===== src/rtl/lfsr_share_ctrl_if.sv =====
// Bus bundle for lfsr_share_ctrl: per-requester configuration and requests in,
// arbitrated LFSR stream and status out.
interface lfsr_share_ctrl_if;
  logic [1:0] req;
  logic [3:0] seed0;
  logic [3:0] seed1;
  logic [4:0] len0;
  logic [4:0] len1;
  logic       psel0;
  logic       psel1;
  logic [1:0] grant;
  logic [3:0] q_out;
  logic       q_valid;
  logic [4:0] count;
  logic [1:0] done;
  logic       busy;

  modport master (
    output req, seed0, seed1, len0, len1, psel0, psel1,
    input  grant, q_out, q_valid, count, done, busy
  );

  modport slave (
    input  req, seed0, seed1, len0, len1, psel0, psel1,
    output grant, q_out, q_valid, count, done, busy
  );
endinterface


===== src/rtl/lfsr_share_ctrl.sv =====
// One 4-bit LFSR shared round-robin between two requesters; each grant emits
// len values starting from the requester's seed, then pulses done.
module lfsr_share_ctrl (
  input  logic             clk,
  input  logic             rst,
  lfsr_share_ctrl_if.slave bus
);

  typedef enum logic [1:0] {IDLE, LOAD, RUN, DONE} state_e;

  state_e     state_q, state_d;
  logic [1:0] grant_q, grant_d;
  logic [1:0] done_q, done_d;
  logic [3:0] lfsr_q, lfsr_d;
  logic [4:0] count_q, count_d;
  logic [4:0] len_q, len_d;
  logic       psel_q, psel_d;
  logic       last_q, last_d;
  logic       q_valid_q, q_valid_d;
  logic       busy_q, busy_d;

  logic       owner;
  logic       owner_req;
  logic       winner;
  logic       fb;
  logic [3:0] seed_sel;

  assign owner     = grant_q[1];
  assign owner_req = owner ? bus.req[1] : bus.req[0];
  assign winner    = (bus.req == 2'b11) ? ~last_q : bus.req[1];
  assign seed_sel  = owner ? bus.seed1 : bus.seed0;
  assign fb        = psel_q ? (lfsr_q[3] ^ lfsr_q[0]) : (lfsr_q[3] ^ lfsr_q[2]);

  always_comb begin
    state_d = state_q;
    grant_d = grant_q;
    lfsr_d  = lfsr_q;
    count_d = count_q;
    len_d   = len_q;
    psel_d  = psel_q;
    last_d  = last_q;
    unique case (state_q)
      IDLE: begin
        if (|bus.req) begin
          state_d = LOAD;
          grant_d = winner ? 2'b10 : 2'b01;
        end
      end
      LOAD: begin
        if (!owner_req) begin
          state_d = IDLE;
          grant_d = '0;
          last_d  = owner;
        end else begin
          len_d   = owner ? bus.len1 : bus.len0;
          psel_d  = owner ? bus.psel1 : bus.psel0;
          lfsr_d  = (seed_sel == '0) ? 4'b0001 : seed_sel;
          count_d = '0;
          state_d = (len_d == '0) ? DONE : RUN;
        end
      end
      RUN: begin
        // Abort outranks normal completion, so a drop on the last value yields no done.
        if (!owner_req) begin
          state_d = IDLE;
          grant_d = '0;
          last_d  = owner;
        end else if (count_q == len_q - 5'd1) begin
          state_d = DONE;
        end else begin
          count_d = count_q + 5'd1;
          lfsr_d  = {lfsr_q[2:0], fb};
        end
      end
      DONE: begin
        state_d = IDLE;
        grant_d = '0;
        last_d  = owner;
      end
      default: begin
        state_d = IDLE;
        grant_d = '0;
      end
    endcase
    // Outputs are registered from the next-state decode so they align with state_q.
    q_valid_d = (state_d == RUN);
    busy_d    = (state_d != IDLE);
    done_d    = (state_d == DONE) ? grant_d : '0;
  end

  always_ff @(posedge clk or negedge rst) begin
    if (!rst) begin
      state_q   <= IDLE;
      grant_q   <= '0;
      done_q    <= '0;
      lfsr_q    <= '0;
      count_q   <= '0;
      len_q     <= '0;
      psel_q    <= 1'b0;
      last_q    <= 1'b1;
      q_valid_q <= 1'b0;
      busy_q    <= 1'b0;
    end else begin
      state_q   <= state_d;
      grant_q   <= grant_d;
      done_q    <= done_d;
      lfsr_q    <= lfsr_d;
      count_q   <= count_d;
      len_q     <= len_d;
      psel_q    <= psel_d;
      last_q    <= last_d;
      q_valid_q <= q_valid_d;
      busy_q    <= busy_d;
    end
  end

  assign bus.grant   = grant_q;
  assign bus.done    = done_q;
  assign bus.q_out   = lfsr_q;
  assign bus.count   = count_q;
  assign bus.q_valid = q_valid_q;
  assign bus.busy    = busy_q;

endmodule


===== src/flat_wrapper.sv =====
// flat-port wrapper written by rule: the top's interface ports become plain ports
module lfsr_share_ctrl_flat 
  (clk, rst, bus_req, bus_seed0, bus_seed1, bus_len0, bus_len1, bus_psel0, bus_psel1, bus_grant, bus_q_out, bus_q_valid, bus_count, bus_done, bus_busy);
  lfsr_share_ctrl_if bus_i ();
  input  logic clk;
  input  logic rst;
  input wire logic [$bits(bus_i.req)-1:0] bus_req;
  input wire logic [$bits(bus_i.seed0)-1:0] bus_seed0;
  input wire logic [$bits(bus_i.seed1)-1:0] bus_seed1;
  input wire logic [$bits(bus_i.len0)-1:0] bus_len0;
  input wire logic [$bits(bus_i.len1)-1:0] bus_len1;
  input wire logic [$bits(bus_i.psel0)-1:0] bus_psel0;
  input wire logic [$bits(bus_i.psel1)-1:0] bus_psel1;
  output wire logic [$bits(bus_i.grant)-1:0] bus_grant;
  output wire logic [$bits(bus_i.q_out)-1:0] bus_q_out;
  output wire logic [$bits(bus_i.q_valid)-1:0] bus_q_valid;
  output wire logic [$bits(bus_i.count)-1:0] bus_count;
  output wire logic [$bits(bus_i.done)-1:0] bus_done;
  output wire logic [$bits(bus_i.busy)-1:0] bus_busy;
  assign bus_i.req = bus_req;
  assign bus_i.seed0 = bus_seed0;
  assign bus_i.seed1 = bus_seed1;
  assign bus_i.len0 = bus_len0;
  assign bus_i.len1 = bus_len1;
  assign bus_i.psel0 = bus_psel0;
  assign bus_i.psel1 = bus_psel1;
  assign bus_grant = bus_i.grant;
  assign bus_q_out = bus_i.q_out;
  assign bus_q_valid = bus_i.q_valid;
  assign bus_count = bus_i.count;
  assign bus_done = bus_i.done;
  assign bus_busy = bus_i.busy;
  lfsr_share_ctrl u_core (.clk(clk), .rst(rst), .bus(bus_i));
endmodule

===== config.mk =====
export PLATFORM = sky130hd
export DESIGN_NAME = lfsr_share_ctrl_flat
export DESIGN_NICKNAME = d
export VERILOG_FILES = /design/src/rtl/lfsr_share_ctrl_if.sv /design/src/rtl/lfsr_share_ctrl.sv /design/src/flat_wrapper.sv
export SDC_FILE = /design/constraint.sdc
export NUM_CORES = 1
export LEC_CHECK = 0
export ABC_AREA = 1
export CAP_MARGIN = 0
export CORE_MARGIN = 2
export CORE_UTILIZATION = 45
export CTS_BUF_LIST = sky130_fd_sc_hd__clkbuf_8
export CTS_CLUSTER_SIZE = 20
export DETAILED_ROUTE_END_ITERATION = 12
export GPL_ROUTABILITY_DRIVEN = 0
export GPL_TIMING_DRIVEN = 0
export PLACE_DENSITY = 0.79
export SLEW_MARGIN = 0
export SYNTH_ARGS = -nofsm -noshare
export SYNTH_HDL_FRONTEND = slang
export SYNTH_SLANG_ARGS = --single-unit

===== constraint.sdc =====
create_clock -name clk -period 1.7 [get_ports clk]
set_input_delay 0.17 -clock clk [delete_from_list [all_inputs] [get_ports clk]]
set_output_delay 0.17 -clock clk [all_outputs]
set_load 0.02 [all_outputs]

# == After elaboration in Yosys (flattened, before gate mapping) ==
# Cells that the tools add are included.
# totals
regBits,24
in_bits,24
out_inout_bits,15
elab_cells,65
# classes
add_sub_neg,2
n_eq_ne,11
n_mux,28
bitwise,3
n_reduce_logical,11
# ops
operator,n
4-bit two-way mux,5
5-bit two-way mux,4
2-bit two-way mux,8
"2-bit equality test, second input constant",5
5-bit one-hot mux with 2 select lines,1
2-bit one-hot mux with 4 select lines,1
4-bit one-hot mux with 2 select lines,1
1-bit two-way mux,6
2-bit one-hot mux with 3 select lines,1
2-bit nonzero test,3
"5-bit by 1-bit adder with 5-bit output, second input constant",1
5-bit equality test,1
5-bit logical NOT,1
"5-bit by 1-bit subtractor with 5-bit output, second input constant",1
4-bit logical NOT,1
"2-bit by 1-bit inequality test with 1-bit output, second input constant",2
"2-bit inequality test, second input constant",2
2-bit AND reduction,2
4-bit AND reduction,1
2-bit OR reduction,2
"2-bit by 1-bit equality test with 1-bit output, second input constant",1
2-bit logical NOT,1
1-bit one-hot mux with 2 select lines,1
1-bit bitwise XOR,2
1-bit NOT,1

# == Longest topological paths before layout ==
# Gate-level depths: netlist of the first run.
# depth
depth_word,7
ltp_mapped,15
ltp_nobuf,15

# == Least setup slack after synthesis of the first run ==
# OpenSTA, ideal clock, no wires.
# synth_timing
path_kind,register to register
from,register u_core.len_q[0]
to,register u_core.count_q[3] (netlist: u_core.bus.count[3])
setup_ps,121
arrival_time_ps,1521
required_ps,1579
path_slack_ps,57
stages_incl_launch_ff,13
path_buffers,0
period_less_slack_ps,1643
cell_sequence,dfrtp_1 > inv_2 > ha_1 > nand2_1 > nand2_1 > nor2_1 > nand2_1 > nor2_2 > nand2_2 > o21ai_4 > inv_4 > nand2_1 > o21ai_1
# synth_via
elab_chain_len,4
# synth_lines
element,line_no,source
from (decl),lfsr_share_ctrl.sv:16,"logic [4:0] len_q, len_d;"
from (signal assigned),lfsr_share_ctrl.sv:109,len_q <= len_d;
5-bit by 1-bit subtractor with 5-bit output,lfsr_share_ctrl.sv:68,end else if (count_q == len_q - 5'd1) begin
5-bit equality test,lfsr_share_ctrl.sv:68,
2-bit inequality test (no source line),--,
4-bit AND reduction (no source line),--,
to (signal assigned),lfsr_share_ctrl.sv:108,count_q <= count_d;
to (decl),lfsr_share_ctrl.sv:15,"logic [4:0] count_q, count_d;"
# No other way between the ends.
# A chain may end at the register's enable or synchronous reset.

# == Final worst setup path of the first run ==
# layout_timing
from,register u_core.len_q[0]
to,register u_core.lfsr_q[1] (netlist: u_core.bus.q_out[1])
# layout_via
elab_chain_len,4
# layout_lines
element,line_no,source
5-bit by 1-bit subtractor with 5-bit output,lfsr_share_ctrl.sv:68,
5-bit equality test,lfsr_share_ctrl.sv:68,
2-bit inequality test (no source line),--,
4-bit AND reduction (no source line),--,
to (signal assigned),lfsr_share_ctrl.sv:107,lfsr_q <= lfsr_d;
to (decl),lfsr_share_ctrl.sv:14,"logic [3:0] lfsr_q, lfsr_d;"
# No other way between the ends.

==> run metrics, run 1 <==
drc violations 0; Lkg Pwr 0.9964 nW; port bufs 38; fin worst setup slack -0.06312 ns; Synth area leader dfrtp_1; Total Die Area 3773 um^2; Post-DRT Antenna Nets 0; vias in the first global route 1345; CP max FO 10; Core Area 3103 um^2; Yosys warning count 0; fmax 0.5672 GHz; gr ovfl total 0; 1st-iter DRT viols 57; most frequent cells in the layout nand2_1 (64), clkdlybuf4s50_1 (38), dfrtp_1 (23); crit start category flip-flop; flop-to-flop setup slack -0.06 ns; Hold Crit Depth 3; Die H 61.43 um; post-route cell area 2058 um^2; Post-Syn Instances 204; routed length per instance 11.37 um; Ant. Diodes 0; Hold WS 0.4649 ns; Synth-to-Final Area Change 38.70%; PwrDens 1711 nW/um^2; synthesized area 1484 um^2; register bit count reported by yosys 24; Final HPWL DP 2529 um; I/O pins 39; relative slew slack 0.3092; Root Buffer clkbuf_8; sequential area share after synthesis 0.4056; clk sinks 24; Worst setup startpoint u_core.len_q[0]; Slew @ Worst Pin 1.033 ns; Pins Over Slew Limit 0; failing checks setup timing; fin cells 295; main flop type after synthesis dfrtp_1; hold wc startpoint bus_psel1; CTS buffer count 3; initial antenna violation count 0; ratio of cells with drive above 1 in the final layout 0.1474; period utilization 1.037; fin util 0.6633; critical path class flip-flop to flip-flop; number of detailed-route iterations in the first pass 4; Req. time, crit path 1.86 ns; multi-input combinational cell area 799.5 um^2; MaxCap Viol Count 0; FF-to-FF Start u_core.len_q[0]; Hold Path Class input pin to flip-flop; clock slew at reported path FFs 0.08 ns; Vias 1424; RSZ-0062 raised after global routing yes; Placed Cells 286; Mean Syn Cell Area 7.274 um^2; Reg2Reg Capture Point u_core.bus.q_out[1]; vias per cell 4.827; Skew-Pair Late Insertion Delay 0.26 ns; Worst EP arrival 1.92 ns; destination of the worst hold path u_core.psel_q; ys async rst share 1.000; top post-synthesis cells by area dfrtp_1 (39%), nand2_1 (17%), nor2_1 (5.3%); run status finished, violations left; Critical Path Sink Type flip-flop; Setup-failing EPs final 10; Die X 61.43 um; row cnt 20; final hold violation count 0; total chip power 0.003522 W; Post-synth EDFFs 0; Synth cell types 28; Final Critical Period 1.763 ns; Max Clock Skew 0.001344 ns; CTS tree built; Overall Global Routing Usage 0.2032; Synth top area share 0.3879; CTS Hold Bufs 0; Synthesized Nets 234; pin count of the biggest net entering global routing 25; Fillers 291; most common cell after layout, fill and taps aside nand2_1; Sequential Area 601.8 um^2; # nets final 282; Reg2Reg Depth 13; Post-DP Area 1919 um^2; CTS HTree Levels 1; first-pass GRT wire length 5740 um; Initial Util 0.4782; clock buffer depth 2; VDD IR max 0.9997 mV; routed wire length 3355 um
## final cells by class
type | count | share of cell area
clock buffers | 4 | 0.02675
inverters | 27 | 0.05289
flip-flops and latches | 24 | 0.2924
multi-input cells | 150 | 0.3885
plain buffers | 2 | 0.006079
repair buffers | 44 | 0.2067
well taps | 44 | 0.02675
## registers in the layout, summed over array words and instances (netlist names)
register            cells
u_core.last_q           1
u_core.bus.busy         1
u_core.bus.count        5
u_core.bus.q_valid      1
u_core.bus.q_out        4
u_core.bus.grant        2
u_core.state_q          2
u_core.psel_q           1
u_core.len_q            5
u_core.bus.done         2
## where the power goes
| part | switching [W] | internal (W) |
|---|---|---|
| registers | 0.000191 | 0.000807 |
| logic | 0.00125 | 0.000886 |
| clock network | 0.000179 | 0.000207 |
| total | 0.00162 | 0.00190 |
## cell families after synthesis
kind of cell,share of synthesized area
fa+ha+maj,0.05059
flops,0.4056
buf+inv,0.08095
xor+xnor,0.01771
compound gates,0.1231
mux,0.02698
simple gates,0.2951
## worst max-delay path, stage by stage (launching register included)
cell and delay (ns):
dfrtp_1 0.38, inv_2 0.07, ha_4 0.26, inv_2 0.02
nand2_1 0.05, nand2_1 0.05, nor2_1 0.08, nand2_1 0.06
nor2_2 0.13, nand2_4 0.11, o21ai_4 0.21, inv_4 0.09
nand2_1 0.08, nand2_1 0.05
## layer usage
metal  vias to the layer above  track usage  share of wire
li1                        741            -              -
met1                       653       0.2627           0.45
met2                        25       0.3587           0.51
met3                         5      0.02731          0.023
met4                         0      0.05471          0.012
met5                         -            0              0
## what timing repair did
action,4_1_cts,5_1_grt
setup endpoints to repair,14,14
resized for setup,9,2
buffers inserted,4,2
pin swaps,1,2
gates cloned,0,0
## stage by stage
stage / setup WS, ns / TNS (ns)
after global routing: -0.2504 / -2.480
after CTS: -0.07471 / -0.3966
after floorplan: 0.05731 / 0
after global placement: -0.1314 / -1.109
final: -0.06312 / -0.3784
after detailed placement: -0.1553 / -1.590
## synthesized netlist by cell type, types with 3 or more instances
cell type	instances
a21oi_1	7
dfrtp_1	23
ha_1	6
inv_1	19
inv_2	7
mux2i_1	4
nand2_1	66
nand2_2	3
nand3_1	11
nor2_1	21
o21ai_0	12
o21ai_1	3
xor2_1	3
## worst max-delay path by stage
stage / cells past startpoint / slack, ns / end
floorplan: 12 / 0.06 / u_core.bus.count[3]
global placement: 9 / -0.13 / u_core.bus.done[0]
detailed placement: 12 / -0.16 / u_core.bus.q_valid
CTS: 13 / -0.07 / u_core.bus.q_out[1]
global route: 13 / -0.25 / u_core.bus.count[3]
finish: 13 / -0.06 / u_core.bus.q_out[1]
Power figures use the tool's default switching activity.
==> run 2, diff against run 1 <==
--- a/config.mk
+++ b/config.mk
@@ -8,13 +8,13 @@
 export ABC_AREA = 1
 export CAP_MARGIN = 0
 export CORE_MARGIN = 2
-export CORE_UTILIZATION = 45
-export CTS_BUF_LIST = sky130_fd_sc_hd__clkbuf_8
+export CORE_UTILIZATION = 43
+export CTS_BUF_LIST = sky130_fd_sc_hd__clkbuf_16
 export CTS_CLUSTER_SIZE = 20
 export DETAILED_ROUTE_END_ITERATION = 12
 export GPL_ROUTABILITY_DRIVEN = 0
 export GPL_TIMING_DRIVEN = 0
-export PLACE_DENSITY = 0.79
+export PLACE_DENSITY = 0.76
 export SLEW_MARGIN = 0
 export SYNTH_ARGS = -nofsm -noshare
 export SYNTH_HDL_FRONTEND = slang
==> run metrics, run 2 (synthesis gave the netlist of run 1 again) <==
Core Area 3337 um^2 (+7.5%); port bufs 38 (unchanged); Reg2Reg Depth 13 (unchanged); number of detailed-route iterations in the first pass 4 (unchanged); CTS buffer count 3 (unchanged); 1st-iter DRT viols 59 (+3.5%); relative slew slack 0.2735 (-0.03569); Setup-failing EPs final 14 (+4); Reg2Reg Capture Point u_core.bus.q_out[1]; fin cells 305 (+3.4%); drc violations 0 (unchanged); multi-input combinational cell area 834.6 um^2 (+4.4%); clk sinks 24 (unchanged); critical path class flip-flop to flip-flop; Critical Path Sink Type flip-flop; Die X 62.75 um (+2.1%); Hold WS 0.4926 ns (+0.02763 ns); dpl ws -0.1498 ns (+0.005474 ns); row cnt 21 (+5.0%); crit start category flip-flop; most used routing layer met2; I/O pins 39 (unchanged); CTS HTree Levels 1 (unchanged); Req. time, crit path 1.85 ns (about the same); Root Buffer clkbuf_16; Hold Path Class input pin to flip-flop; vias in the first global route 1338 (-0.52%); first-pass GRT wire length 5961 um (+3.9%); met3 usage 0.03423 (+0.006923); total chip power 0.003921 W (+11%); PwrDens 1790 nW/um^2 (+4.6%); Final Critical Period 1.814 ns (+0.05074 ns); Overall Global Routing Usage 0.1892 (-0.01401); Skew-Pair Late Insertion Delay 0.26 ns (about the same); MaxCap Viol Count 0 (unchanged); FF-to-FF Start u_core.len_q[0]; routed length per instance 11.81 um (+3.8%); run status finished, violations left; Hold Crit Depth 3 (unchanged); Fillers 294 (+1.0%); VDD IR max 0.9688 mV (-3.1%); failing checks setup timing; Total Die Area 3937 um^2 (+4.3%); fmax 0.5513 GHz (-2.8%); most frequent cells in the layout nand2_1 (57), clkdlybuf4s50_1 (38), dfrtp_1 (23); Slew @ Worst Pin 1.086 ns (+0.05337 ns); final hold violation count 0 (unchanged); CTS tree built; Sequential Area 601.8 um^2 (unchanged); CP max FO 5 (-5); Final HPWL DP 2597 um (+2.7%); pin count of the biggest net entering global routing 25 (unchanged); destination of the worst hold path u_core.psel_q; vias per cell 4.918 (+1.9%); fin worst setup slack -0.1139 ns (-0.05074 ns); Vias 1500 (+5.3%); hold wc startpoint bus_psel0; RSZ-0062 raised after global routing yes; Lkg Pwr 1.062 nW (+6.5%); period utilization 1.067 (+0.02984); clock slew at reported path FFs 0.06 ns (-0.02 ns); Placed Cells 288 (+0.70%); Max Clock Skew 0.001263 ns (-0.00008071 ns); ratio of cells with drive above 1 in the final layout 0.2085 (+0.06108); Pins Over Slew Limit 0 (unchanged); Worst EP arrival 1.96 ns (+0.04 ns); routed wire length 3602 um (+7.4%); # nets final 290 (+2.8%); met1 Use GR 0.2325 (-0.03022); Initial Util 0.4447 (-0.03353); Post-DRT Antenna Nets 0 (unchanged); flop-to-flop setup slack -0.11 ns (-0.05 ns); Ant. Diodes 0 (unchanged); Die H 62.75 um (+2.1%); clock buffer depth 2 (unchanged); GRT met2 Usage 0.3401 (-0.01861); Synth-to-Final Area Change 47.64%; initial antenna violation count 0 (unchanged); fin util 0.6565 (-0.006763); gr ovfl total 0 (unchanged); most common cell after layout, fill and taps aside nand2_1; CTS Hold Bufs 0 (unchanged)
run 2: cell types whose count changed in the layout (fill, tap and decap cells not counted), sizes merged:
cell,previous run,this run
buf,8,14
clkinv,0,1
clkinvlp,0,1
run 2: routing by layer:
| layer | vias to the layer above | part of all wire |
|---|---|---|
| li1 | 758 | - |
| met1 | 703 | 0.42 |
| met2 | 32 | 0.52 |
| met3 | 7 | 0.046 |
| met4 | 0 | 0.013 |
| met5 | - | 0 |
run 2: cell type report:
cell class | instances | area share
plain buffers | 3 | 0.009138
repair buffers | 50 | 0.2199
multi-input cells | 150 | 0.3809
inverters | 27 | 0.04969
flip-flops and latches | 24 | 0.2747
well taps | 46 | 0.02627
clock buffers | 3 | 0.03427
repair inverters | 1 | 0.003427
clock inverters | 1 | 0.001713
run 2: critical path, stage by stage, from the launching register on:
cell and delay [ns]:
dfrtp_1 0.37, inv_2 0.06, ha_4 0.26, inv_2 0.02
nand2_1 0.05, nand2_1 0.05, nor2_1 0.08, nand2_1 0.07
nor2_2 0.13, nand2_4 0.09, o21ai_4 0.18, clkinvlp_4 0.19
nand2_1 0.10, nand2_1 0.05
run 2: stage by stage:
| stage | instance area (um^2) | TNS (ns) |
|---|---|---|
| final | 2191 | -1.028 |
| after global routing | 2191 | -2.691 |
| after CTS | 2132 | -0.7108 |
| after detailed placement | 1922 | -1.594 |
| after global placement | 1922 | -1.180 |
| after floorplan | 1484 | 0 |
run 2: power breakdown:
| part | switching, W | total, W | internal [W] |
|---|---|---|---|
| logic | 0.00137 | 0.00241 | 0.00104 |
| clock network | 0.000195 | 0.000509 | 0.000314 |
| registers | 0.000199 | 0.00101 | 0.000808 |
run 2: worst max-delay path by stage:
stage                                  from  slack (ns)                  end
after floorplan             u_core.len_q[0]        0.06  u_core.bus.count[3]
after global placement    u_core.state_q[0]       -0.13   u_core.bus.done[1]
after detailed placement    u_core.len_q[0]       -0.15  u_core.bus.count[4]
after CTS                   u_core.len_q[1]       -0.09  u_core.bus.q_out[1]
after global routing        u_core.len_q[0]       -0.23   u_core.bus.q_valid
final                       u_core.len_q[0]       -0.11  u_core.bus.q_out[1]
run 2: what timing repair did:
item | 4_1_cts | 5_1_grt
gates resized for setup | 19 | 9
setup buffers | 8 | 4
cloned | 1 | 0
pin swaps | 2 | 3
setup endpoints to repair | 13 | 14
==> run 3, diff against run 2 <==
--- a/config.mk
+++ b/config.mk
@@ -10,11 +10,10 @@
 export CORE_MARGIN = 2
 export CORE_UTILIZATION = 43
 export CTS_BUF_LIST = sky130_fd_sc_hd__clkbuf_16
-export CTS_CLUSTER_SIZE = 20
 export DETAILED_ROUTE_END_ITERATION = 12
 export GPL_ROUTABILITY_DRIVEN = 0
 export GPL_TIMING_DRIVEN = 0
-export PLACE_DENSITY = 0.76
+export PLACE_DENSITY = 0.75
 export SLEW_MARGIN = 0
 export SYNTH_ARGS = -nofsm -noshare
 export SYNTH_HDL_FRONTEND = slang
==> run metrics, run 3 (synthesis gave the netlist of run 1 again) <==
DR WL met3 136 um (-19%); Req. time, crit path 1.84 ns (about the same); cell mode on critical path nand2_1; drc violations 0 (unchanged); Overall Global Routing Usage 0.1904 (+0.001209); multi-input combinational cell area 858.3 um^2 (+2.8%); CP max FO 5 (unchanged); Lkg Pwr 1.061 nW (about the same); most frequent cells in the layout nand2_1 (52), clkdlybuf4s50_1 (38), dfrtp_1 (23); failing checks setup timing; Root Buffer clkbuf_16; row cnt 21 (unchanged); vias per cell 4.841 (-1.6%); Die H 62.75 um (unchanged); routed length per instance 12.43 um (+5.2%); Reg2Reg Depth 14 (+1); Critical-path top delay cell dfrtp_1; Final Critical Period 1.819 ns (+0.004909 ns); final hold violation count 0 (unchanged); Fin Setup TNS -0.9476 ns (+0.08087 ns); 1st-iter DRT viols 46 (-22%); first-pass GRT wire length 5968 um (+0.12%); Fillers 306 (+4.1%); clock buffer depth 2 (unchanged); top sig layer met4; clk sinks 24 (unchanged); Reg2Reg Capture Point u_core.bus.q_out[1]; CP max stage delay 0.36 ns (about the same); Slew @ Worst Pin 1.075 ns (-0.01103 ns); Vias 1457 (-2.9%); gr ovfl total 0 (unchanged); MaxCap Viol Count 0 (unchanged); FF-to-FF Start u_core.len_q[1]; CTS HTree Levels 1 (unchanged); port bufs 38 (unchanged); Total Die Area 3937 um^2 (unchanged); fmax 0.5498 GHz (-0.27%); Pins Over Slew Limit 0 (unchanged); Synth-to-Final Area Change 48.65%; number of detailed-route iterations in the first pass 4 (unchanged); vias in the first global route 1379 (+3.1%); # nets final 286 (-1.4%); crit start category flip-flop; critical path class flip-flop to flip-flop; CTS buffer count 3 (unchanged); Skew-Pair Late Insertion Delay 0.26 ns (about the same); Hold Crit Depth 3 (unchanged); relative slew slack 0.2809 (+0.007374); CTS tree built; Post-DRT Antenna Nets 0 (unchanged); initial antenna violation count 0 (unchanged); flop-to-flop setup slack -0.12 ns (about the same); Core Area 3337 um^2 (unchanged); I/O pins 39 (unchanged); fin util 0.6610 (+0.004499); ratio of cells with drive above 1 in the final layout 0.2196 (+0.01111); Sequential Area 601.8 um^2 (unchanged); Final HPWL DP 2473 um (-4.8%); post-route cell area 2206 um^2 (+0.69%); run status finished, violations left; Max Clock Skew 0.003703 ns (+0.002440 ns); Initial Util 0.4447 (unchanged); hold wc startpoint bus_psel1; clock slew at reported path FFs 0.06 ns (about the same); Setup-failing EPs final 12 (-2); PwrDens 1800 nW/um^2 (+0.59%); Post-DP Area 1922 um^2 (unchanged); Hold Path Class input pin to flip-flop; most common cell after layout, fill and taps aside nand2_1; RSZ-0062 raised after global routing yes; fin worst setup slack -0.1188 ns (-0.004909 ns); Critical Path, Cell by Cell inv_2, ha_4, inv_2, nand2_1, nand2_1, nor2_1, nand2_1, nor2_2, nand2_4, o21ai_4, buf_6, inv_8, nand2_4, nand2_2; destination of the worst hold path u_core.psel_q; Critical Path Sink Type flip-flop; pin count of the biggest net entering global routing 25 (unchanged); WL met1 1569 um (+3.0%); wire length on met2 1956 um (+5.1%); period utilization 1.070 (+0.002888); Worst EP arrival 1.96 ns (about the same); VDD IR max 0.9805 mV (+1.2%); Die X 62.75 um (unchanged); Ant. Diodes 0 (unchanged); routed wire length 3741 um (+3.9%)
run 3: cell type report:
| type | instances | area share |
|---|---|---|
| multi-input combinational | 150 | 0.3891 |
| sequential | 24 | 0.2728 |
| timing repair buffer | 46 | 0.2121 |
| inverter | 27 | 0.05162 |
| clock buffer | 3 | 0.03403 |
| tap | 46 | 0.02609 |
| buffer | 3 | 0.009075 |
| timing repair inverter | 1 | 0.003403 |
| clock inverter | 1 | 0.001702 |
run 3: stage by stage:
stage	setup WS, ns	hold WS [ns]	instances	power (W)
floorplan	0.05731	-0.1256	204	0.002322
CTS	-0.1044	0.4835	299	0.003674
global route	-0.3057	0.5103	301	0.004308
detailed placement	-0.1813	0.4852	288	0.002897
finish	-0.1188	0.4828	301	0.003971
global placement	-0.1370	0.4773	288	0.002864
run 3: worst max path at each step:
| stage | startpoint | depth (start not counted) | slack [ns] | endpoint |
|---|---|---|---|---|
| after floorplan | u_core.len_q[0] | 12 | 0.06 | u_core.bus.count[3] |
| after global placement | u_core.state_q[0] | 9 | -0.14 | u_core.bus.done[0] |
| after detailed placement | u_core.state_q[0] | 9 | -0.18 | u_core.bus.done[1] |
| after CTS | u_core.len_q[1] | 12 | -0.10 | u_core.bus.count[0] |
| after global routing | u_core.len_q[1] | 12 | -0.31 | u_core.bus.count[3] |
| final | u_core.len_q[1] | 14 | -0.12 | u_core.bus.q_out[1] |
run 3: worst max-delay path: cells and delay by family (launching register included):
family	cells	cell delay, ns
compound gates	1	0.21
fa+ha+maj	1	0.26
flops	1	0.36
buf+inv	4	0.28
simple gates	8	0.58
run 3: power by group:
part           total (W)  internal (W)  leakage, nW  switching, W
Combinational    0.00245       0.00104        0.718       0.00141
Sequential       0.00101      0.000808        0.305      0.000202
Clock           0.000510      0.000314       0.0385      0.000196
run 3: routing by layer:
| layer | GRT usage | up-vias |
|---|---|---|
| met2 | 0.3360 | 32 |
| met5 | 0 | - |
| met4 | 0.06389 | 0 |
| met3 | 0.02703 | 8 |
| li1 | - | 753 |
| met1 | 0.2387 | 664 |
run 3: what timing repair did:
action                                  CTS  global route
gates resized for setup                  15            24
endpoints found under the setup margin   13            14
buffers inserted                          6             2
pin swaps                                 2             6
gates cloned                              1             0
hold buffers                              0             0
